===== src/rtl/btn_conditioner.sv =====
// ---------------------------------------------------------------------------
// btn_conditioner
//
// Purpose:
//   Conditions five raw push-buttons. Each channel is synchronised, debounced
//   by a four-state FSM and produces a debounced level plus a one-cycle press
//   strobe. The five channels are fully independent of each other.
//
// Optional feature (macro BTN_AUTO_REPEAT_EN):
//   When defined, a held button also strobes BTN_PULSE after REPEAT_DELAY_CYC
//   cycles and then every REPEAT_RATE_CYC cycles. The repeat counter is frozen
//   while a release is being debounced. When undefined, the repeat logic is
//   absent and every accepted press gives exactly one strobe.
//
// Parameters:
//   DEBOUNCE_CYC     - stable-input cycles needed to accept a press or release
//   REPEAT_DELAY_CYC - cycles from an accepted press to the first repeat strobe
//   REPEAT_RATE_CYC  - cycles between later repeat strobes
//
// Ports:
//   CLK        in   system clock (100 kHz)
//   RESET      in   asynchronous, active-high reset
//   BTN_RAW    in   [4:0] raw active-high buttons (A,B,C,D,E = bit0..bit4)
//   BTN_LEVEL  out  [4:0] debounced level (1 in HELD / RELEASE_WAIT)
//   BTN_PULSE  out  [4:0] one-cycle strobe per accepted press / repeat
// ---------------------------------------------------------------------------
module btn_conditioner #(
    parameter int unsigned DEBOUNCE_CYC     = 2000,
    parameter int unsigned REPEAT_DELAY_CYC = 50000,
    parameter int unsigned REPEAT_RATE_CYC  = 10000
) (
    input  logic       CLK,
    input  logic       RESET,
    input  logic [4:0] BTN_RAW,
    output logic [4:0] BTN_LEVEL,
    output logic [4:0] BTN_PULSE
);

    localparam int unsigned NCH = 5;
    localparam logic [16:0] DB_LAST = 17'(DEBOUNCE_CYC - 1);

    // Counters are 17 bits wide; the repeat thresholds must also be at least
    // 2 so that a strobe can never follow another on the next cycle.
    if (DEBOUNCE_CYC < 1 || DEBOUNCE_CYC > 131072 ||
        REPEAT_DELAY_CYC < 2 || REPEAT_DELAY_CYC > 131072 ||
        REPEAT_RATE_CYC < 2 || REPEAT_RATE_CYC > 131072) begin : g_param_check
        $error("btn_conditioner: parameter out of range");
    end

    typedef enum logic [1:0] {
        IDLE,
        PRESS_WAIT,
        HELD,
        RELEASE_WAIT
    } state_t;

    function automatic logic [16:0] sat_inc(input logic [16:0] v);
        return (v == '1) ? v : v + 17'd1;
    endfunction

    logic [4:0]  sync1_q;
    logic [4:0]  sync2_q;
    state_t      state_q [NCH];
    state_t      state_d [NCH];
    logic [16:0] dcnt_q  [NCH];
    logic [16:0] dcnt_d  [NCH];
    logic [4:0]  pulse_d;

`ifdef BTN_AUTO_REPEAT_EN
    localparam logic [16:0] DELAY_LAST = 17'(REPEAT_DELAY_CYC - 1);
    localparam logic [16:0] RATE_LAST  = 17'(REPEAT_RATE_CYC - 1);

    logic [16:0] rcnt_q   [NCH];
    logic [16:0] rcnt_d   [NCH];
    // Set after the first repeat strobe: later strobes use the rate threshold.
    logic [4:0]  rphase_q;
    logic [4:0]  rphase_d;
`endif

    // Next-state / output logic for all channels.
    always_comb begin
        pulse_d = '0;
`ifdef BTN_AUTO_REPEAT_EN
        rphase_d = rphase_q;
`endif
        for (int unsigned i = 0; i < NCH; i++) begin
            state_d[i] = state_q[i];
            dcnt_d[i]  = dcnt_q[i];
`ifdef BTN_AUTO_REPEAT_EN
            rcnt_d[i]  = rcnt_q[i];
`endif
            unique case (state_q[i])
                IDLE: begin
                    dcnt_d[i] = '0;
                    if (sync2_q[i]) begin
                        state_d[i] = PRESS_WAIT;
                    end
                end
                PRESS_WAIT: begin
                    if (!sync2_q[i]) begin
                        state_d[i] = IDLE;
                        dcnt_d[i]  = '0;
                    end else if (dcnt_q[i] == DB_LAST) begin
                        state_d[i] = HELD;
                        dcnt_d[i]  = '0;
                        pulse_d[i] = 1'b1;
`ifdef BTN_AUTO_REPEAT_EN
                        rcnt_d[i]   = '0;
                        rphase_d[i] = 1'b0;
`endif
                    end else begin
                        dcnt_d[i] = sat_inc(dcnt_q[i]);
                    end
                end
                HELD: begin
`ifdef BTN_AUTO_REPEAT_EN
                    // Counts on every HELD cycle, including the one that
                    // leaves for RELEASE_WAIT, so a glitch of N cycles
                    // delays the schedule by exactly N cycles.
                    if (rcnt_q[i] == (rphase_q[i] ? RATE_LAST : DELAY_LAST)) begin
                        pulse_d[i]  = 1'b1;
                        rcnt_d[i]   = '0;
                        rphase_d[i] = 1'b1;
                    end else begin
                        rcnt_d[i] = sat_inc(rcnt_q[i]);
                    end
`endif
                    if (!sync2_q[i]) begin
                        state_d[i] = RELEASE_WAIT;
                        dcnt_d[i]  = '0;
                    end
                end
                RELEASE_WAIT: begin
                    if (sync2_q[i]) begin
                        state_d[i] = HELD;
                        dcnt_d[i]  = '0;
                    end else if (dcnt_q[i] == DB_LAST) begin
                        state_d[i] = IDLE;
                        dcnt_d[i]  = '0;
`ifdef BTN_AUTO_REPEAT_EN
                        rcnt_d[i]   = '0;
                        rphase_d[i] = 1'b0;
`endif
                    end else begin
                        dcnt_d[i] = sat_inc(dcnt_q[i]);
                    end
                end
                default: begin
                    state_d[i] = IDLE;
                    dcnt_d[i]  = '0;
                end
            endcase
        end
    end

    always_comb begin
        BTN_LEVEL = '0;
        for (int unsigned i = 0; i < NCH; i++) begin
            BTN_LEVEL[i] = (state_q[i] == HELD) || (state_q[i] == RELEASE_WAIT);
        end
    end

    always_ff @(posedge CLK or posedge RESET) begin
        if (RESET) begin
            sync1_q   <= '0;
            sync2_q   <= '0;
            BTN_PULSE <= '0;
            for (int unsigned i = 0; i < NCH; i++) begin
                state_q[i] <= IDLE;
                dcnt_q[i]  <= '0;
`ifdef BTN_AUTO_REPEAT_EN
                rcnt_q[i]  <= '0;
`endif
            end
`ifdef BTN_AUTO_REPEAT_EN
            rphase_q <= '0;
`endif
        end else begin
            sync1_q   <= BTN_RAW;
            sync2_q   <= sync1_q;
            BTN_PULSE <= pulse_d;
            for (int unsigned i = 0; i < NCH; i++) begin
                state_q[i] <= state_d[i];
                dcnt_q[i]  <= dcnt_d[i];
`ifdef BTN_AUTO_REPEAT_EN
                rcnt_q[i]  <= rcnt_d[i];
`endif
            end
`ifdef BTN_AUTO_REPEAT_EN
            rphase_q <= rphase_d;
`endif
        end
    end

endmodule


===== config.mk =====
export PLATFORM = sky130hd
export DESIGN_NAME = btn_conditioner
export DESIGN_NICKNAME = d
export VERILOG_FILES = /design/src/rtl/btn_conditioner.sv
export SDC_FILE = /design/constraint.sdc
export NUM_CORES = 1
export LEC_CHECK = 0
export ABC_AREA = 1
export BUFFER_PORTS_ARGS = -buffer_cell sky130_fd_sc_hd__buf_2
export CAP_MARGIN = 20
export CORE_UTILIZATION = 55
export DETAILED_ROUTE_END_ITERATION = 16
export PLACE_DENSITY = 0.82
export SLEW_MARGIN = 5
export SYNTH_ARGS = -nofsm -noshare
export SYNTH_HDL_FRONTEND = slang
export SYNTH_SLANG_ARGS = --single-unit

===== constraint.sdc =====
create_clock -name CLK -period 10.1 [get_ports CLK]
set_input_delay 1.01 -clock CLK [delete_from_list [all_inputs] [get_ports CLK]]
set_output_delay 1.01 -clock CLK [all_outputs]
set_load 0.05 [all_outputs]

==> results.toml, run 1 <==
[yosys]
syn_nets = 1133
synth_xor_area_frac = 0.00597
netlist_area_mm2 = 0.00733
synth_top_family_by_area = "simple AND/OR/NAND/NOR gates"
yosysMostFrequentCell = "nand2_1"
synth_top_area_cell = "dfrtp_1"
synth-edff-count = 0
ys_seq_area_frac = 0.375
synthSimpleGateAreaFrac = 0.429
synthAdderAreaFrac = 0.00853
yosys_warnings = 0
yosysTopAreaCellShare = 0.375
synth_mux_area_frac = 0
synth_flop_cell = "dfrtp_1"
synth.avg_cell_area_um2 = 6.54
yosys_register_bits = 110
yosys-top-cells-area = "dfrtp_1 38%, nand2_1 18%, nand3_1 11%"
synth_compound_area_frac = 0.0776
synth_commonest_cells = "358 x nand2_1, 164 x inv_1, 160 x nand3_1"
synthCells = 1121
synth_cell_types = 34
async_flop_share = 1.00

[job]
maxCapViolCount = 0

[place]
numPortBuffers = 16
gp_congestion = 0.930
hpwlAfterDp_um = 12100
pre_cts_slack_ps = 7640

[timing]
fin_worst_skew_ps = 11.9
slew_viol_final = 0
worst_slew_pin_slew_ps = 822
rsz0062_at_grt = "no"
period_share = 0.213
setup_viol = 0
slew_headroom = 0.450
layout_setup_ws_ps = 7950
hold_viol = 0
period_needed_ps = 2150
tns_ps = 0
fmax_mhz = 465

[final_layout]
area_growth_pct = 7.41
diodes = 0
nFillCells = 1188
drive_above_1_share = 0.0823
nets = 1149

[routing]
viasPerCell = 5.36
first_pass_iters = 6
drt-initial-drc-count = 509
dr_total_vias = 7042
drtAntennaViolNets = 0
post_drt_wl_per_cell_um = 12.6
drt_wl_total_um = 16600
drc_errors = 0

[clocking]
htree_levels = 3
cts_buffers = 9
cts-root-buf = "clkbuf_16"
postCtsSetupRepairBufs = 0
hold_buffers = 0
cts_resized = 0
cts_sinks = 110
cts_tree = "built"
clk_pin_slew_worst_paths_ps = 70
cts_buffer_depth = 2
insertion_delay_ps = 360

[pwr]
power_mw = 1.23
p_leak_nw = 3.96
p_per_area_mw_per_mm2 = 156
ir_drop_uv = 102

[critical_path]
required_ps = 9090
critPathMaxFanout = 7
cpMaxStageDelayCell = "dfrtp_1"
worstPathArrival_ps = 1140
slowest_delay_ps = 460
crit_path_start_kind = "flip-flop"
cp_top_family = "flip-flops"
path_buf_inv = 1
worstPathCellList = "buf_2"
cp-end-kind = "primary output"
critical_path_class = "reg2out"

[grt]
grt_usage = 0.248
grt_pass1_vias = 6340
grt_start_max_net_pins = 85
antenna_found_initial = 0
overflow = 0
grt_first_pass_wirelength_um = 28400

[floorplan]
dieArea_mm2 = 0.0138
coreArea_mm2 = 0.0128
rows = 41
die_x_um = 117
die-height_um = 117
ios = 17
initial_core_util = 0.572

[status]
status = "complete, no violations"

[hold_path]
hp-class = "reg2reg"
-- cells by family after synthesis --
family,Yosys count
flops,110
compound gates,98
fa+ha+maj,5
buf+inv,191
simple gates,712
xor+xnor,5
-- flip-flops by register name (all words and copies together) (netlist names), named ones only --
name	cells
sync2_q	5
BTN_PULSE	5
state_q	5
dcnt_q	85
sync1_q	5
-- final timing paths --
kind / depth (start not counted) / end / startpoint / slack (ps)
max in group asynchronous: 4 / dcnt_q[12] / RESET / 8560
max: 1 / BTN_LEVEL[0] / flip-flop / 7950
min in group asynchronous: 2 / async pin / RESET / 610
max reg2reg: 8 / dcnt_q[55] / dcnt_q[51] / 8180
min reg2reg: 0 / sync2_q[1] / sync1_q[1] / 350
min: 0 / sync2_q[1] / sync1_q[1] / 350
-- metrics by stage --
stage,cell area (µm²),utilization,instances,hold WS (ps)
5_1_grt,7880,0.614,1314,355
3_5_place_dp,7560,0.589,1296,337
2_1_floorplan,7330,-,1121,331
6_report,7880,0.614,1314,352
3_3_place_gp,7560,0.589,1296,332
4_1_cts,7840,0.611,1312,354
-- layout by cell type (no fill, tap or decap), types with 2 or more instances in the layout --
cell       instances
a21oi_1           22
a21oi_2            5
a22oi_1            4
a311oi_1           3
buf_2             16
buf_4              5
clkbuf_16          9
clkinv_2           2
clkinv_4           2
dfrtp_1          110
ha_1               5
inv_1            163
inv_2             10
inv_8              2
nand2_1          358
nand2_2            9
nand2_4            2
nand3_1          160
nand3_2            6
nand3b_1           7
nand3b_2           2
nand4_1           22
nor2_1           114
nor2_2            12
nor2_4             4
nor3_1             9
nor3_2             4
nor4_1             2
o211ai_1           8
o21ai_0           32
o21ai_1           16
o21bai_1           7
xnor2_1            2
xor2_1             3
-- cell type report --
class,count,area (µm²),share of cell area
clock inverters,7,57.6,0.00731
multi-input cells,820,3820,0.486
repair buffers,22,145,0.0184
inverters,174,656,0.0833
well taps,172,215,0.0273
flip-flops and latches,110,2750,0.350
clock buffers,9,225,0.0286
-- per-layer routing --
| metal | track usage | part of all wire |
|---|---|---|
| met1 | 0.318 | 0.45 |
| met2 | 0.422 | 0.48 |
| met3 | 0.0417 | 0.050 |
| met4 | 0.0849 | 0.019 |
| met5 | 0 | 0 |
-- power by group --
| part | internal (mW) | switching, mW |
|---|---|---|
| combinational | 0.103 | 0.244 |
| sequential | 0.481 | 0.0571 |
| clock | 0.171 | 0.171 |
No activity file was read; power rests on OpenSTA's default activity.
==> inputs of run 2 (changes only) <==
--- a/config.mk
+++ b/config.mk
@@ -10,7 +10,7 @@
 export CAP_MARGIN = 20
 export CORE_UTILIZATION = 55
 export DETAILED_ROUTE_END_ITERATION = 16
-export PLACE_DENSITY = 0.82
+export PLACE_DENSITY = 0.85
 export SLEW_MARGIN = 5
 export SYNTH_ARGS = -nofsm -noshare
 export SYNTH_HDL_FRONTEND = slang
==> constraint.sdc (replaced) <==
create_clock -name CLK -period 1.9 [get_ports CLK]
set_input_delay 0.19 -clock CLK [delete_from_list [all_inputs] [get_ports CLK]]
set_output_delay 0.19 -clock CLK [all_outputs]
set_load 0.05 [all_outputs]
==> run 2 against run 1 <==
  * Utilization grew 1.7 points
  * Sequential cell count did not move
  * Worst setup slack got worse by 7800 ps
  * Cell area rose by 2.7%
  * Sequential power rose to 5.3 times the previous value
  * Largest cell class unchanged
  * Die area stayed put
  * Non-clock buffer count increased by 16
  * Sequential share of layout area fell by 0.92 points
  * Hold slack worse by 1.7 ps
  * Count of clock-buffer cells in the layout up 1
==> results.toml, run 2 (same netlist as run 1, synthesis figures left out) <==
[status]
status = "complete, no violations"

[pwr]
p_per_area_mw_per_mm2 = 840
p_leak_nw = 4.06
power_mw = 6.80
ir_drop_uv = 678

[final_layout]
nets = 1165
area_growth_pct = 10.3
nFillCells = 1147
largest_reg_flops = 85
regMostFlops = "dcnt_q"
postLayoutCellArea_mm2 = 0.00809
diodes = 0
final_common_cell = "nand2_1"
drive_above_1_share = 0.0984
final_cell_mix = "355 x nand2_1, 163 x inv_1, 158 x nand3_1"

[floorplan]
rows = 41
dieArea_mm2 = 0.0138
coreArea_mm2 = 0.0128
die_x_um = 117
ios = 17
die-height_um = 117
initial_core_util = 0.572

[grt]
grt_pass1_vias = 6540
grt_usage = 0.255
grt_start_max_net_pins = 43
antenna_found_initial = 0
overflow = 0
grt_first_pass_wirelength_um = 29300

[routing]
drc_errors = 0
dr_total_vias = 7194
viasPerCell = 5.41
drtAntennaViolNets = 0
post_drt_wl_per_cell_um = 12.7
drt_wl_total_um = 16900
first_pass_iters = 5
drt-initial-drc-count = 620

[critical_path]
critical_path_class = "reg2reg"
critPathMaxFanout = 14
ff2ff_path_depth = 12
worstPathArrival_ps = 2030
cp-end-kind = "flip-flop"
crit_path_start_kind = "flip-flop"
required_ps = 2160

[timing]
rsz0062_at_grt = "yes"
tns_ps = 0
hold_viol = 0
period_share = 0.931
fmax_mhz = 566
slew_headroom = 0.682
fin_worst_skew_ps = 5.55
period_needed_ps = 1770
slew_viol_final = 0
setup_viol = 0
worst_slew_pin_slew_ps = 473

[job]
maxCapViolCount = 0

[clocking]
insertion_delay_ps = 360
cts_buffers = 9
htree_levels = 3
cts-root-buf = "clkbuf_16"
cts_sinks = 110
cts_tree = "built"
clk_pin_slew_worst_paths_ps = 70
cts_buffer_depth = 2

[place]
gp_congestion = 0.920
dpl_cell_area_mm2 = 0.00765
numPortBuffers = 16
hpwlAfterDp_um = 12300

[hold_path]
hp-class = "reg2reg"
hold_depth = 0
[run 2: area by class of cell]
cell class	count	area, µm²	area share
multi-input cells	820	3880	0.480
well taps	172	215	0.0266
clock inverters	6	66.3	0.00820
clock buffers	10	239	0.0295
repair buffers	38	273	0.0337
flip-flops and latches	110	2750	0.340
inverters	174	664	0.0821
[run 2: what timing repair did]
| item | 4_1_cts | 5_1_grt |
|---|---|---|
| hold buffers | 6 | 0 |
| resized for setup | 0 | 18 |
| setup buffers | 0 | 2 |
| hold endpoints to repair | 23 | 0 |
| endpoints found under the setup margin | 0 | 41 |
[run 2: path summary, 6_finish.rpt]
path                            startpoint    endpoint  slack [ps]
max in group asynchronous            RESET  dcnt_q[43]         810
worst max register to register  dcnt_q[68]  dcnt_q[78]         130
worst min register to register  sync1_q[2]  sync2_q[2]         350
worst min-delay path            sync1_q[2]  sync2_q[2]         350
worst max-delay path            dcnt_q[68]  dcnt_q[78]         130
min in group asynchronous            RESET  dcnt_q[32]         390
[run 2: through the flow]
step	setup slack, ps	util	std cells	hold WS [ps]
floorplan	381	-	1121	221
global placement	123	0.596	1306	244
detailed placement	92.6	0.596	1306	243
CTS	77.2	0.625	1328	354
global route	-19.3	0.631	1330	357
finish	132	0.631	1330	350
[run 2: report_power, final]
group | internal [mW] | switching, mW
Clock | 1.07 | 0.883
Combinational | 0.617 | 1.36
Sequential | 2.56 | 0.306
[run 2: per-layer routing]
metal	track usage	up-vias	share of wire	wire, µm
met4	0.0841	0	0.014	229
met1	0.344	3297	0.47	7960
met3	0.0523	22	0.055	929
li1	-	3642	-	-
met2	0.411	233	0.46	7800
met5	0	-	0	0
[run 2: critical path, cell delays in order (launching register included)]
cell and delay [ps]:
dfrtp_1 420, ha_1 190, nand2_1 110, inv_2 100, nand3_1 90, nor2_2 140, nand2_2 90, nand2_2 120
inv_4 90, nand2_1 120, o21ai_1 80, nand2_1 60, inv_1 30
==> inputs of run 3 (changes only) <==
--- a/config.mk
+++ b/config.mk
@@ -5,7 +5,6 @@
 export SDC_FILE = /design/constraint.sdc
 export NUM_CORES = 1
 export LEC_CHECK = 0
-export ABC_AREA = 1
 export BUFFER_PORTS_ARGS = -buffer_cell sky130_fd_sc_hd__buf_2
 export CAP_MARGIN = 20
 export CORE_UTILIZATION = 55
==> run 3 against run 2 <==
  * The flow now finishes with violations (setup timing)
  * Die area fell by 17%
  * Largest power group unchanged
  * Utilization rose by 12 points
  * Cell count fell by 30%
  * Clock power fell by 21%
  * Critical path type unchanged
  * Hold slack improved by 14 ps
  * Highest routed layer unchanged
  * Sequential cell count did not move
  * Global-route usage rose by 2.8 points
  * Synthesized area fell by 17%
  * Maximum frequency fell by 17%
  * Worst setup slack got worse by 370 ps
==> results.toml, run 3 <==
[clocking]
cts_buffer_depth = 2
cts_tree = "built"
htree_levels = 3
cts_buffers = 9
cts_sinks = 110
cts-root-buf = "clkbuf_8"
insertion_delay_ps = 420
clk_pin_slew_worst_paths_ps = 110

[final_layout]
fin_util = 0.755
regMostFlops = "dcnt_q"
postLayoutCellArea_mm2 = 0.00819
nets = 798
drive_above_1_share = 0.382
final_common_cell = "dfrtp_1"
area_growth_pct = 34.2
largest_reg_flops = 85
diodes = 0
final_cell_mix = "109 x dfrtp_1, 101 x buf_4, 60 x nand2_1"

[place]
dpl_cell_area_mm2 = 0.00696
hpwlAfterDp_um = 10900
pre_cts_slack_ps = -102
numPortBuffers = 16
gp_congestion = 0.935

[yosys]
synth_compound_area_frac = 0.223
netlist_area_mm2 = 0.00610
yosys_warnings = 0
synth_flop_cell = "dfrtp_1"
synthCells = 659
async_flop_share = 1.00
synth.avg_cell_area_um2 = 9.26
ys_seq_area_frac = 0.451
synthAdderAreaFrac = 0.0103
synth_cell_types = 69
synth_xor_area_frac = 0.00718
synthSimpleGateAreaFrac = 0.259
yosys-top-cells-area = "dfrtp_1 45%, a21oi_1 4.8%, a31oi_1 4.0%"
yosys_register_bits = 110
syn_nets = 671
synth_commonest_cells = "110 x dfrtp_1, 63 x nand2_1, 58 x a21oi_1"
synth_top_family_by_area = "simple AND/OR/NAND/NOR gates"
synth_mux_area_frac = 0.00985
yosysMostFrequentCell = "dfrtp_1"
synth-edff-count = 0
synth_top_area_cell = "dfrtp_1"
yosysTopAreaCellShare = 0.451

[timing]
period_needed_ps = 2140
slew_headroom = 0.547
tns_ps = -5850
fmax_mhz = 467
period_share = 1.13
hold_viol = 0
setup_viol = 71
slew_viol_final = 0
worst_slew_pin_slew_ps = 678
layout_setup_ws_ps = -242
rsz0062_at_grt = "yes"
fin_worst_skew_ps = 17.7

[floorplan]
coreArea_mm2 = 0.0108
rows = 38
die_x_um = 107
dieArea_mm2 = 0.0115
initial_core_util = 0.563
ios = 17
die-height_um = 107

[status]
status = "finished, violations left"
violations = "setup timing"

[critical_path]
critical_path_class = "reg2reg"
crit_path_start_kind = "flip-flop"
worstPathArrival_ps = 2380
required_ps = 2140
cp-end-kind = "flip-flop"
critPathMaxFanout = 7

[routing]
drtAntennaViolNets = 0
first_pass_iters = 5
drt-initial-drc-count = 824
drt_wl_total_um = 20800
viasPerCell = 7.13
post_drt_wl_per_cell_um = 22.3
drc_errors = 0
dr_total_vias = 6636

[job]
maxCapViolCount = 0

[pwr]
p_per_area_mw_per_mm2 = 738
power_mw = 6.04
p_leak_nw = 3.38
ir_drop_uv = 798

[grt]
antenna_found_initial = 0
grt_usage = 0.283
grt_first_pass_wirelength_um = 26000
grt_start_max_net_pins = 44
overflow = 0
grt_pass1_vias = 5759

[hold_path]
hp-class = "reg2reg"
[run 3: cell types whose count changed in the layout (fill, tap and decap cells not counted), moves of 34 or more]
cell	delta
a31oi_1	+34
buf_4	+86
inv_1	-147
nand2_1	-295
nand3_1	-124
nor2_1	-88
[run 3: cells by family after synthesis]
family | Yosys count
compound gates | 212
xor+xnor | 5
fa+ha+maj | 5
buf+inv | 53
flops | 110
mux | 5
simple gates | 269
[run 3: critical path, cell delays in order (launching register included)]
cell and delay [ps]:
dfrtp_1 460, nand4_2 210, buf_4 230, nor4_4 380
a21oi_4 180, buf_12 200, a41oi_2 200, a21oi_1 90
[run 3: final timing paths]
kind,slack (ps),startpoint,cells after the start,to
setup / recovery,-240,dcnt_q[78],7,dcnt_q[72]
hold / removal,360,sync1_q[2],0,sync2_q[2]
setup reg to reg,-240,dcnt_q[78],7,dcnt_q[72]
hold reg to reg,360,sync1_q[2],0,sync2_q[2]
max in group asynchronous,1120,RESET,4,dcnt_q[79]
min in group asynchronous,420,RESET,4,sync2_q[3]
[run 3: where the power goes]
| part | switching, mW | total, mW | internal [mW] |
|---|---|---|---|
| logic | 1.06 | 1.90 | 0.833 |
| registers | 0.144 | 2.61 | 2.46 |
| clock network | 0.900 | 1.54 | 0.636 |
| total | 2.11 | 6.04 | 3.93 |
[run 3: what timing repair did]
item,in CTS,in global routing
gates cloned,2,7
buffers inserted,11,19
gates resized for setup,26,137
endpoints found under the setup margin,61,82
pin swaps,20,72
hold buffers,6,0
hold endpoints to repair,115,0
[run 3: layout make-up]
type / count / area, µm²
multi-input cells: 499 / 3740
flip-flops and latches: 110 / 2750
fillers: 617 / 2660
repair buffers: 149 / 1250
well taps: 140 / 175
clock buffers: 10 / 128
clock inverters: 6 / 77.6
inverters: 17 / 67.6
[run 3: through the flow]
step	hold slack, ps	cells
4_1_cts	367	906
6_report	364	931
3_3_place_gp	297	871
5_1_grt	382	931
2_1_floorplan	221	659
3_5_place_dp	300	871
[run 3: layer usage]
layer	up-vias	part of all wire	global-route usage
li1	2796	-	-
met1	3192	0.36	0.370
met2	498	0.49	0.465
met3	150	0.090	0.0593
met4	0	0.060	0.108
met5	-	0	0
